==> src/rtl/pe_pkg.sv <==
// Shared constants, FSM state encoding and element helpers for the PE result path.
package pe_pkg;

  localparam int unsigned DATA_W = 16;
  localparam int unsigned N_ELEM = 64;

  typedef enum logic {IDLE, SEND} state_e;

  // ReLU is a pure select: negative elements become zero, no width change.
  function automatic logic [DATA_W-1:0] relu_elem(input logic signed [DATA_W-1:0] x);
    return x[DATA_W-1] ? '0 : x;
  endfunction

endpackage

==> src/rtl/psum_stream_out.sv <==
// Drains the engine psum vector on a rising finish and streams it one element
// per beat over valid/ready, with optional ReLU and a sticky overrun flag.
module psum_stream_out #(
  parameter int unsigned N_ELEM = pe_pkg::N_ELEM,
  parameter int unsigned DATA_W = pe_pkg::DATA_W,
  parameter bit          RELU   = 1'b0
) (
  input  logic                     clk,
  input  logic                     rst,
  input  logic [N_ELEM*DATA_W-1:0] psum,
  input  logic                     finish,
  output logic [DATA_W-1:0]        out_data,
  output logic [5:0]               out_idx,
  output logic                     out_valid,
  output logic                     out_last,
  input  logic                     out_ready,
  output logic                     busy,
  output logic                     done,
  output logic                     overrun
);
  import pe_pkg::*;

  localparam logic [5:0] LAST_IDX = 6'(N_ELEM - 1);

  function automatic logic [DATA_W-1:0] shape(input logic [DATA_W-1:0] x);
    return RELU ? relu_elem(x) : x;
  endfunction

  state_e                     state_q;
  logic                       finish_q;
  logic [N_ELEM*DATA_W-1:0]   hold_q;
  logic [5:0]                 idx_q;
  logic [DATA_W-1:0]          data_q;
  logic                       valid_q;
  logic                       last_q;
  logic                       done_q;
  logic                       overrun_q;

  logic                       start;
  logic [5:0]                 idx_inc;
  logic [DATA_W-1:0]          nxt_elem;
  logic [DATA_W-1:0]          first_elem;

  always_comb begin
    start      = finish & ~finish_q;
    idx_inc    = idx_q + 6'd1;
    nxt_elem   = hold_q[DATA_W*32'(idx_inc) +: DATA_W];
    first_elem = psum[DATA_W-1:0];
  end

  // Output data is registered one element ahead: the start edge loads element 0
  // straight from psum, each accepted beat loads the following held element.
  always_ff @(posedge clk) begin
    if (rst) begin
      state_q   <= IDLE;
      finish_q  <= 1'b0;
      hold_q    <= '0;
      idx_q     <= '0;
      data_q    <= '0;
      valid_q   <= 1'b0;
      last_q    <= 1'b0;
      done_q    <= 1'b0;
      overrun_q <= 1'b0;
    end else begin
      finish_q <= finish;
      done_q   <= 1'b0;
      case (state_q)
        IDLE: begin
          if (start) begin
            hold_q  <= psum;
            idx_q   <= '0;
            data_q  <= shape(first_elem);
            valid_q <= 1'b1;
            last_q  <= (LAST_IDX == 6'd0);
            state_q <= SEND;
          end
        end
        SEND: begin
          if (start) begin
            overrun_q <= 1'b1;
          end
          if (out_ready) begin
            if (idx_q == LAST_IDX) begin
              state_q <= IDLE;
              valid_q <= 1'b0;
              last_q  <= 1'b0;
              done_q  <= 1'b1;
              idx_q   <= '0;
              data_q  <= '0;
            end else begin
              idx_q  <= idx_inc;
              data_q <= shape(nxt_elem);
              last_q <= (idx_inc == LAST_IDX);
            end
          end
        end
      endcase
    end
  end

  assign out_data  = data_q;
  assign out_idx   = idx_q;
  assign out_valid = valid_q;
  assign out_last  = last_q;
  assign busy      = (state_q == SEND);
  assign done      = done_q;
  assign overrun   = overrun_q;

endmodule
==> config.mk <==
export PLATFORM = sky130hd
export DESIGN_NAME = psum_stream_out
export DESIGN_NICKNAME = d
export VERILOG_FILES = /design/src/rtl/pe_pkg.sv /design/src/rtl/psum_stream_out.sv
export SDC_FILE = /design/constraint.sdc
export NUM_CORES = 2
export LEC_CHECK = 0
export ABC_AREA = 1
export BUFFER_PORTS_ARGS = -buffer_cell sky130_fd_sc_hd__buf_4
export CAP_MARGIN = 0
export CORE_AREA = 2 2 408 410
export CTS_BUF_LIST = sky130_fd_sc_hd__clkbuf_8 sky130_fd_sc_hd__clkbuf_16
export DETAILED_ROUTE_END_ITERATION = 10
export DIE_AREA = 0 0 410 412
export PLACE_DENSITY = 0.53
export SETUP_SLACK_MARGIN = 0.02
export SYNTH_ARGS = -nofsm -noshare
export SYNTH_HDL_FRONTEND = slang
export SYNTH_SLANG_ARGS = --single-unit
==> constraint.sdc <==
create_clock -name clk -period 2.24 [get_ports clk]
set_input_delay 0.224 -clock clk [delete_from_list [all_inputs] [get_ports clk]]
set_output_delay 0.224 -clock clk [all_outputs]
set_load 0.02 [all_outputs]
==> results.json <==
{
  "cts_max_level": 3,
  "violations": "setup timing",
  "area_growth_pct": 61.2,
  "pin_count": 1055,
  "grt_pass1_wl_um": 354000,
  "drive_above_1_share_pct": 20.8,
  "ys.warnings.count": 0,
  "path_clk_slew_ns": 0.06,
  "ys_ff_latch": 1052,
  "final-seq-area_sq_um": 21100,
  "ir_worst_vdd_mv": 0.698,
  "hpwl_um": 180000,
  "yosysTopAreaCell": "dfxtp_1",
  "fin_cells": 11060,
  "rsz0062_at_grt": "true",
  "grt_start_max_net_pins": 156,
  "coreArea_sq_um": 164000,
  "die_y_um": 412,
  "power.share.switching_pct": 29.3,
  "drc": 0,
  "synthTopCellsByCount": "nand2_1, dfxtp_1, a21oi_1",
  "cp.arrival_ns": 2.99,
  "whs_ns": 0.142,
  "fin_skew_ns": 0.0422,
  "cp-end-kind": "flop",
  "dp_cells": 9702,
  "root_buffer": "clkbuf_16",
  "dieArea_sq_um": 169000,
  "p_int_uw": 37900,
  "pwr-share-clk_pct": 40.2,
  "power_density_nw_per_um2": 706,
  "synth_ff_type": "dfxtp_1",
  "rows": 149,
  "hold_viol": 0,
  "die_w_um": 410,
  "synthCells": 6767,
  "grt_pass1_vias": 54072,
  "yosysMostFrequentCell": "nand2_1",
  "ys_seq_area_share_pct": 44.7,
  "p_seq_share_pct": 38.5,
  "ant_nets": 0,
  "p_comb_share_pct": 21.3,
  "synth-async-reset-ratio_pct": 0,
  "cp_max_fo": 16,
  "finish.utilization_pct": 46.2,
  "p_sw_uw": 15700,
  "fmax_mhz": 422,
  "clkSinkCount": 1052,
  "finalCriticalPeriod_ns": 2.37,
  "status": "complete, but fails checks",
  "max-slew-margin-rel_pct": 40.1,
  "drt_pass1_iterations": 6,
  "via_count": 55695,
  "synthDominantCellAreaShare_pct": 44.7,
  "power_leakage_uw": 0.0324,
  "gp_congestion": 0.975,
  "cp-start-kind": "flop",
  "cap_violations": 0,
  "critical_path_required_ns": 2.86,
  "syn_avg_cell_area_sq_um": 6.96,
  "post-route-period-util_pct": 106,
  "overflow": 0,
  "port_buffers": 1054,
  "wirelength_um": 252000,
  "antenna_found_initial": 49,
  "cts_buffers": 119,
  "synth.area.top_cells": "dfxtp_1, a21oi_1, nand3_1, o21ai_0, nand2_1",
  "finalPower_uw": 53600,
  "crit_type": "flop to flop",
  "drv_slew": 0,
  "synth_nets": 7797,
  "multi_input_comb_area_sq_um": 21500,
  "hp-class": "input pin to flop",
  "fillers": 15932,
  "setup_viol": 16,
  "fin_ws_ns": -0.131,
  "synth_edf_count": 0,
  "clock_path_buffers": 3,
  "finalNetCount": 9742,
  "wl_per_cell_um": 22.8,
  "cts_tree": "done",
  "synth_area_sq_um": 47100,
  "drt-initial-drc-count": 5003,
  "worst_pin_slew_ns": 0.889,
  "initial_core_util_pct": 28.7,
  "clkLatencyLatePin_ns": 0.77,
  "ys_types": 26,
  "vias_per_cell": 5.04,
  "grt_util_all_layers_pct": 28.0
}
critical path: stages, from the launching register on:
cell	delay [ns]
dfxtp_4	0.42
inv_8	0.04
ha_4	0.33
clkinv_8	0.12
buf_16	0.18
o211ai_1	0.22
nand3_2	0.24
nand3_4	0.16
nand3_4	0.10
buf_12	0.14
nand3_4	0.08
nand2_2	0.06
nand2_1	0.07
a21oi_2	0.05
layout make-up:
class / instances / share of cell area, %
multi-input combinational: 4193 / 28.4
clock inverter: 78 / 1.27
inverter: 941 / 4.69
clock buffer: 147 / 4.43
tap: 2189 / 3.61
sequential: 1052 / 27.7
antenna: 55 / 0.181
timing repair buffer: 2405 / 29.7
final timing paths:
path	from	end	slack (ns)	cells after the start
setup / recovery	out_idx[0]$_SDFFE_PP0P_	out_data[4]$_SDFFE_PP0P_	-0.13	13
hold / removal	psum[121]	hold_q[121]$_SDFFE_PP0P_	0.14	3
setup reg to reg	out_idx[0]$_SDFFE_PP0P_	out_data[4]$_SDFFE_PP0P_	-0.13	13
hold reg to reg	hold_q[165]$_SDFFE_PP0P_	hold_q[165]$_SDFFE_PP0P_	0.45	2
cell families (layout without fill, tap and decap cells):
logic type	count (synthesis)	in the layout	synth area share, %
AO/OA/AOI/OAI	2109	2109	23.0
AND/OR/NAND/NOR	2078	2078	19.2
buffers and inverters	1522	3571	12.9
flip-flops	1052	1052	44.7
XOR/XNOR	4	4	0.122
adder cells (fa/ha/maj)	2	2	0.0531
other	0	55	0
registers in the layout, indices dropped and copies added, names as in the netlist:
register / cells
busy: 1
done: 1
finish_q: 1
hold_q: 1024
out_data: 16
out_idx: 6
out_last: 1
out_valid: 1
overrun: 1
per-stage QoR:
stage / TNS, ns / instance area, sq um / worst slack, ns
final: -1.45 / 75900 / -0.131
after floorplan: 0 / 47300 / 0.0454
after global routing: -2.53 / 75900 / -0.186
after CTS: -1.98 / 74800 / -0.154
after global placement: -5.33 / 58600 / -0.432
after detailed placement: -5.44 / 58600 / -0.470
power groups by stage:
stage	registers, uW	clock network, uW	logic, uW
finish	20600	21600	11400
global route	20800	22600	12300
CTS	20600	21800	11000
detailed placement	21000	0	9090
global placement	21000	0	9100
floorplan	21000	0	4710
layout by cell type, fill, tap and decap left out, types with 95 or more instances in the layout:
cell type / n
dlygate4sd3_1: 1041
buf_4: 1216
buf_12: 99
clkbuf_16: 128
inv_1: 954
nand3_1: 774
o211ai_1: 95
nand2_1: 1061
a21oi_1: 1037
nand3_2: 176
o21ai_0: 959
dfxtp_1: 1050
repair_timing:
action | 4_1_cts | 5_1_grt
endpoints found under the hold margin | 1045 | 0
gates cloned | 10 | 10
hold buffers | 1041 | 0
gates resized for setup | 177 | 144
setup buffers | 13 | 8
setup endpoints to repair | 16 | 22
pin swaps | 24 | 61
layer usage:
| metal | track usage, % | share of wire, % |
|---|---|---|
| met1 | 35.1 | 41 |
| met2 | 45.3 | 46 |
| met3 | 4.25 | 6.4 |
| met4 | 17.3 | 6.7 |
| met5 | 0 | 0.025 |
(Power assumes the default switching activity.)
